### config.mk
export PLATFORM = sky130hd
export DESIGN_NAME = traffic_light_ctrl
export DESIGN_NICKNAME = d
export VERILOG_FILES = /design/src/rtl/traffic_light_ctrl.sv
export SDC_FILE = /design/constraint.sdc
export NUM_CORES = 1
export LEC_CHECK = 0
export CORE_MARGIN = 4
export CORE_UTILIZATION = 49
export CTS_CLUSTER_DIAMETER = 100
export CTS_CLUSTER_SIZE = 28
export DETAILED_ROUTE_END_ITERATION = 12
export PLACE_DENSITY_LB_ADDON = 0.25
export SYNTH_ARGS = -nofsm -noshare
export SYNTH_HDL_FRONTEND = slang
export SYNTH_SLANG_ARGS = --single-unit
### constraint.sdc
create_clock -name clk -period 2.9 [get_ports clk]
set_input_delay 0.58 -clock clk [delete_from_list [all_inputs] [get_ports clk]]
set_output_delay 0.58 -clock clk [all_outputs]
set_load 0.005 [all_outputs]
### src/rtl/traffic_light_ctrl.sv
// Two-road intersection controller with all-red clearance, pedestrian
// early-cut of green and a hold enable. Lamp encoding: RED=001,
// GREEN=010, YELLOW=100.
// Optional build macro FLASH_MODE_EN adds a blinking-yellow flash mode.
//
// state     | meaning
// ----------+-------------------------------------------
// ALLRED_A  | clearance before NS green, both roads red
// NS_GREEN  | NS green, EW red
// NS_YELLOW | NS yellow, EW red
// ALLRED_B  | clearance before EW green, both roads red
// EW_GREEN  | EW green, NS red
// EW_YELLOW | EW yellow, NS red
// FLASH     | both roads blink yellow (FLASH_MODE_EN only)
module traffic_light_ctrl #(
  parameter int GREEN_CYCLES     = 8,
  parameter int YELLOW_CYCLES    = 3,
  parameter int ALLRED_CYCLES    = 2,
  parameter int MIN_GREEN_CYCLES = 3,
  parameter int FLASH_CYCLES     = 4
) (
  input  logic       clk,
  input  logic       rst,
  input  logic       en,
  input  logic       ped_req,
  input  logic       flash,
  output logic [2:0] light_ns,
  output logic [2:0] light_ew,
  output logic       ped_walk,
  output logic [2:0] phase
);

  localparam logic [2:0] RED    = 3'b001;
  localparam logic [2:0] GREEN  = 3'b010;
  localparam logic [2:0] YELLOW = 3'b100;

  localparam int MAX_CYC = (GREEN_CYCLES > YELLOW_CYCLES) ?
                           ((GREEN_CYCLES > ALLRED_CYCLES) ? GREEN_CYCLES : ALLRED_CYCLES) :
                           ((YELLOW_CYCLES > ALLRED_CYCLES) ? YELLOW_CYCLES : ALLRED_CYCLES);
`ifdef FLASH_MODE_EN
  // The blink period is counted with the same dwell counter.
  localparam int MAX_DWELL = (2 * FLASH_CYCLES > MAX_CYC) ? 2 * FLASH_CYCLES : MAX_CYC;
`else
  localparam int MAX_DWELL = MAX_CYC;
  localparam int flash_cycles_unused = FLASH_CYCLES;
  logic flash_unused;
  assign flash_unused = flash;
`endif
  localparam int CW = $clog2(MAX_DWELL + 1);

  localparam logic [CW-1:0] G_LAST  = CW'(GREEN_CYCLES - 1);
  localparam logic [CW-1:0] Y_LAST  = CW'(YELLOW_CYCLES - 1);
  localparam logic [CW-1:0] AR_LAST = CW'(ALLRED_CYCLES - 1);
  localparam logic [CW-1:0] MG_LAST = CW'(MIN_GREEN_CYCLES - 1);
`ifdef FLASH_MODE_EN
  localparam logic [CW-1:0] F_HALF  = CW'(FLASH_CYCLES);
  localparam logic [CW-1:0] F_LAST  = CW'(2 * FLASH_CYCLES - 1);
`endif

  typedef enum logic [2:0] {
    ALLRED_A  = 3'd0,
    NS_GREEN  = 3'd1,
    NS_YELLOW = 3'd2,
    ALLRED_B  = 3'd3,
    EW_GREEN  = 3'd4,
    EW_YELLOW = 3'd5,
    FLASH     = 3'd6
  } state_t;

  state_t        state, state_nx;
  logic [CW-1:0] cnt, cnt_nx;
  logic          ped_pending, pend_nx;
  logic          walk_nx;
  logic [2:0]    ns_nx, ew_nx;
  logic          done;

  // State, counter, pedestrian latch and registered lamp decode.
  always_ff @(posedge clk) begin
    if (rst) begin
      state       <= ALLRED_A;
      cnt         <= '0;
      ped_pending <= 1'b0;
      ped_walk    <= 1'b0;
      light_ns    <= RED;
      light_ew    <= RED;
    end else begin
      state       <= state_nx;
      cnt         <= cnt_nx;
      ped_pending <= pend_nx;
      ped_walk    <= walk_nx;
      light_ns    <= ns_nx;
      light_ew    <= ew_nx;
    end
  end

  assign phase = state;

  // Next state, dwell counter, pedestrian handling and lamp decode.
  always_comb begin
    state_nx = state;
    cnt_nx   = cnt;
    walk_nx  = ped_walk;
    pend_nx  = ped_pending | ped_req;
    done     = 1'b0;

    case (state)
      ALLRED_A, ALLRED_B:   done = (cnt == AR_LAST);
      NS_GREEN, EW_GREEN:   done = (cnt == G_LAST) || (ped_pending && (cnt >= MG_LAST));
      NS_YELLOW, EW_YELLOW: done = (cnt == Y_LAST);
      default:              done = 1'b0;
    endcase

    if (en) begin
      if (done) begin
        case (state)
          ALLRED_A:  state_nx = NS_GREEN;
          NS_GREEN:  state_nx = NS_YELLOW;
          NS_YELLOW: state_nx = ALLRED_B;
          ALLRED_B:  state_nx = EW_GREEN;
          EW_GREEN:  state_nx = EW_YELLOW;
          default:   state_nx = ALLRED_A;
        endcase
        cnt_nx = '0;
        // The walk window covers exactly the clearance phase; a request
        // arriving on this same edge is kept for the next green.
        if (state_nx == ALLRED_A || state_nx == ALLRED_B) begin
          walk_nx = ped_pending;
          pend_nx = ped_req;
        end else begin
          walk_nx = 1'b0;
        end
      end else begin
        cnt_nx = cnt + 1'b1;
      end
    end

`ifdef FLASH_MODE_EN
    if (state == FLASH) begin
      pend_nx = 1'b0;
      walk_nx = 1'b0;
      cnt_nx  = cnt;
      if (en) begin
        state_nx = ALLRED_A;
        cnt_nx   = '0;
      end
    end
    if (en && flash) begin
      state_nx = FLASH;
      pend_nx  = 1'b0;
      walk_nx  = 1'b0;
      if (state == FLASH) cnt_nx = (cnt == F_LAST) ? '0 : cnt + 1'b1;
      else                cnt_nx = '0;
    end
    if (state == 3'd7) begin
`else
    if (state > EW_YELLOW) begin
`endif
      state_nx = ALLRED_A;
      cnt_nx   = '0;
      walk_nx  = 1'b0;
    end

    case (state_nx)
      NS_GREEN:  begin ns_nx = GREEN;  ew_nx = RED;    end
      NS_YELLOW: begin ns_nx = YELLOW; ew_nx = RED;    end
      EW_GREEN:  begin ns_nx = RED;    ew_nx = GREEN;  end
      EW_YELLOW: begin ns_nx = RED;    ew_nx = YELLOW; end
`ifdef FLASH_MODE_EN
      FLASH: begin
        ns_nx = (cnt_nx < F_HALF) ? YELLOW : 3'b000;
        ew_nx = ns_nx;
      end
`endif
      default:   begin ns_nx = RED;    ew_nx = RED;    end
    endcase
  end

endmodule

== Yosys cells after proc, flatten, opt, wreduce, memory -nomap -nowiden ==
Index checks and enable logic that the tools add are counted.

* Output and inout port bits: 10
* Register bits after elaboration: 15
* Logic and storage cells: 47
* Input bits: 5

* Add/subtract/negate cells: 1
* Reduce and logical (&&, ||, !) cells: 10
* Bitwise gates (word level): 1
* Order comparisons: 2
* Equal/unequal tests: 13
* Multiplexer cells: 14

{| class="wikitable"
|+ Operator list
! cell !! count
|-
| $mux 3 || 5
|-
| $pmux 3 s5 || 1
|-
| $eq 3x2->1 const B || 4
|-
| $eq 3x3->1 const B || 4
|-
| $pmux 3 s2 || 2
|-
| $reduce_or 2->1 || 4
|-
| $eq 3x1->1 const B || 2
|-
| $logic_not 3->1 || 2
|-
| $add 4x1->4 const B || 1
|-
| $eq 4x1->1 const B || 1
|-
| $eq 4x2->1 const B || 1
|-
| $eq 4x3->1 const B || 1
|-
| $ge 4x2->1 const B || 1
|-
| $mux 1 || 4
|-
| $mux 4 || 1
|-
| $gt 3x3->1 const B || 1
|-
| $pmux 1 s3 || 1
|-
| $logic_or 1x1->1 || 2
|-
| $reduce_and 2->1 || 1
|-
| $logic_and 1x1->1 || 1
|-
| $or 1x1->1 || 1
|}

== Longest topological paths before layout ==
* Word-level depth: 11
* Depth in mapped cells: 7
* Depth with buffers taken out: 7

== Worst setup path before layout ==
OpenSTA, ideal clock, no wires.

* Path type: register to register
* From: reg cnt[0]
* To: reg light_ew[0]
* Setup time: 0.121 ns
* Data arrival time: 1.976 ns
* Stages on the path, launching flop included: 8
* Period minus slack after synthesis: 2.097 ns
* Required time: 2.779 ns
* Buffers on the path: 0
* Slack: 0.803 ns
* Path through: dfxtp_1 inv_1 ha_1 mux2_4 a221o_1 a22oi_4 nand3b_4 mux2_4

* Longest elaborated chain between the ends: 9
* Elaborated cells on any way between the ends: 13
* Classes of those cells: order compare: 1; eq/ne: 5; mux: 5; reduce/logical: 2

{| class="wikitable"
|+ RTL lines
! item !! line !! source
|-
| from (decl) || 71 || <nowiki>logic [CW-1:0] cnt, cnt_nx;</nowiki>
|-
| from (signal assigned) || 88 || <nowiki>cnt <= cnt_nx;</nowiki>
|-
| $ge 4x2->1 || 108 || <nowiki>NS_GREEN, EW_GREEN: done = (cnt == G_LAST) || (ped_pending && (cnt >= MG_LAST));</nowiki>
|-
| $logic_and 1x1->1 || 108 ||
|-
| $logic_or 1x1->1 || 108 ||
|-
| $pmux 1 s3 * || 106 || <nowiki>case (state)</nowiki>
|-
| $mux 3 * || 114 || <nowiki>if (done) begin</nowiki>
|-
| $mux 3 * || 113 || <nowiki>if (en) begin</nowiki>
|-
| $mux 3 * || 156 || <nowiki>if (state > EW_YELLOW) begin</nowiki>
|-
| $eq 3x3->1 || 163 || <nowiki>case (state_nx)</nowiki>
|-
| $pmux 3 s2 * || 163 ||
|-
| to (signal assigned) || 92 || <nowiki>light_ew <= ew_nx;</nowiki>
|-
| to (decl) || 28 || <nowiki>output logic [2:0] light_ew,</nowiki>
|}

Every way passes the cells marked *; elsewhere a longest branch is shown, timed or not.
A chain may end at the register's enable or synchronous reset.

== Worst setup path after layout ==
Same ends and word-level chain as after synthesis.

==> flow_summary.json <==
{
  "hold_buffers": 0,
  "drtIter0Drc": 6,
  "fmax_mhz": 444,
  "drtPass1Iterations": 3,
  "irDropWorstVdd_v": 0.000235,
  "die-area_mm2": 0.00235,
  "fin_tns_setup_ps": 0,
  "first_global_vias": 577,
  "final_core_util_pct": 63.5,
  "die_w_um": 48.5,
  "yosysTopAreaCell": "dfxtp_1",
  "whs_ps": 517,
  "crit_start": "cnt[0]",
  "rsz0062_at_grt": "no",
  "synthToLayoutAreaGrowth_pct": 20.6,
  "leakage_nw": 0.442,
  "route.detailed.drc": 0,
  "wire_per_inst_um": 13.4,
  "synth_cells": 78,
  "synthAdderAreaFrac_pct": 4.68,
  "antenna_found_initial": 0,
  "critical_path_arrival_ps": 2420,
  "crit_type": "flip-flop to flip-flop",
  "cts_setup_buffers": 0,
  "clkSlewWorstSetupHoldPaths_ps": 90,
  "cts.sinks": 15,
  "yosys.area.top_type_share_pct": 37.4,
  "hold_violations": 0,
  "overflow": 0,
  "period_needed_ps": 2250,
  "synth_cell_type_count": 33,
  "synth_top_family_by_area": "simple AND/OR/NAND/NOR gates",
  "relSlewSlack_pct": 70.6,
  "start_util_pct": 52.6,
  "clockBufferDepth": 2,
  "fillers": 127,
  "finalMaxSlewViolations": 0,
  "cap_violations": 0,
  "start_kind": "flip-flop",
  "synth-compound-area-share_pct": 16.7,
  "async_reset_ff_share_pct": 0,
  "die-height_um": 48.5,
  "yosys.area_share.simple_pct": 21.5,
  "muxShareOfSynthArea_pct": 10.6,
  "setup_viol": 0,
  "synth_area_um2": 802,
  "grt_use_total_pct": 14.2,
  "synth-xor-area-share_pct": 3.28,
  "cts_tree": "yes",
  "clock_latency_ps": 270,
  "worstHoldStart": "ped_pending",
  "r2r_slack_ps": 650,
  "power_density_mw_per_mm2": 421,
  "layout-drive-gt1-share_pct": 17.0,
  "ctsRootBufferMaster": "clkbuf_4",
  "gp_congestion": 0.757,
  "end_kind": "flip-flop",
  "cts.repair.resized": 0,
  "viasPerCell": 5.44,
  "avgSynthCellArea_um2": 10.3,
  "core_area_mm2": 0.00152,
  "layout_commonest_cell": "dfxtp_1",
  "final_cell_mix": "dfxtp_1 (15), clkdlybuf4s50_1 (13), nor2_1 (9)",
  "cts_made_buffers": 3,
  "worst_pin_slew_ps": 440,
  "vias": 598,
  "cts_max_level": 1,
  "diodes": 0,
  "timing.rr.start": "cnt[0]",
  "port_buffers": 13,
  "syn-num-nets": 86,
  "synth_edf_count": 0,
  "nets": 103,
  "finalClockSkew_ps": 3.56,
  "dominantRegCellSynth": "dfxtp_1",
  "fin_area_um2": 967,
  "final_antenna_net_count": 0,
  "ios": 15,
  "drt_wl_total_um": 1470,
  "cp_max_fo": 5,
  "hpwl_um": 1120,
  "synth_seq_cells": 15,
  "synthTopCellsByArea": "dfxtp_1 (37%), mux2_4 (5.6%), a22oi_4 (5.3%)",
  "hold_path_class": "flip-flop to flip-flop",
  "outcome": "finished, final reports clean",
  "placed_area_um2": 940,
  "grt_pass1_wl_um": 2670,
  "required_ps": 3070,
  "rows": 14,
  "ys_seq_area_share_pct": 37.4,
  "ys_warn_count": 0,
  "grt_max_degree": 11,
  "finalCritPeriodShare_pct": 77.6
}
==> stage by stage <==
stage,total power [mW],cells,setup WS (ps)
after floorplan,0.276,78,803
after global placement,0.295,106,630
after detailed placement,0.297,106,568
after CTS,0.414,110,640
after global routing,0.433,110,545
final,0.407,110,648
==> power breakdown <==
part	leakage [nW]	internal, mW	switching (mW)
logic	0.302	0.0381	0.0347
clock network	0.0177	0.0510	0.0639
registers	0.122	0.213	0.00606
total	0.442	0.302	0.105
==> synth_stat cells, types with 2 or more instances <==
master    instances
mux2i_1           4
nand3b_1          3
xor2_1            2
nor2_1            9
dfxtp_1          15
ha_1              3
a22oi_4           2
inv_1             5
a21oi_1           3
mux2_4            3
buf_6             2
nand2_1           5
o22ai_1           2
==> registers in the layout, summed over array words and instances (netlist names) <==
name,count
light_ns,3
ped_pending,1
ped_walk,1
cnt,4
phase,3
light_ew,3
==> worst max-delay path, stage by stage, from the launching register on <==
cell and delay [ps]:
dfxtp_1 420, inv_1 80, ha_1 240, mux2_4 280, a221o_1 370, a22oi_4 250, nand3b_4 210, mux2_4 300
==> cell type report <==
type	instances	area, um^2	share of cell area [%]
sequential	15	300	31.0
timing repair buffer	15	145	15.0
tap	16	20.0	2.07
inverter	5	18.8	1.94
clock buffer	3	22.5	2.33
multi-input combinational	55	455	47.1
clock inverter	1	5.00	0.517
==> path summary, 6_finish.rpt <==
check | endpoint | depth (start not counted)
max | light_ew[0] | 7
min | ped_pending | 2
max reg2reg | light_ew[0] | 7
min reg2reg | ped_pending | 2
==> routing by layer <==
| layer | share of wire [%] | GRT usage, % | vias to the layer above |
|---|---|---|---|
| met5 | 0 | 0 | - |
| met4 | 1.3 | 8.07 | 0 |
| met3 | 4.9 | 3.37 | 2 |
| met2 | 47 | 22.6 | 9 |
| met1 | 47 | 17.4 | 279 |
| li1 | - | - | 308 |
==> kinds of logic after synthesis <==
kind of cell	Yosys count
AO/OA/AOI/OAI	14
XOR/XNOR	3
adder cells (fa/ha/maj)	3
buffers and inverters	8
flip-flops	15
multiplexers	7
AND/OR/NAND/NOR	28
No activity file was read; power rests on OpenSTA's default activity.
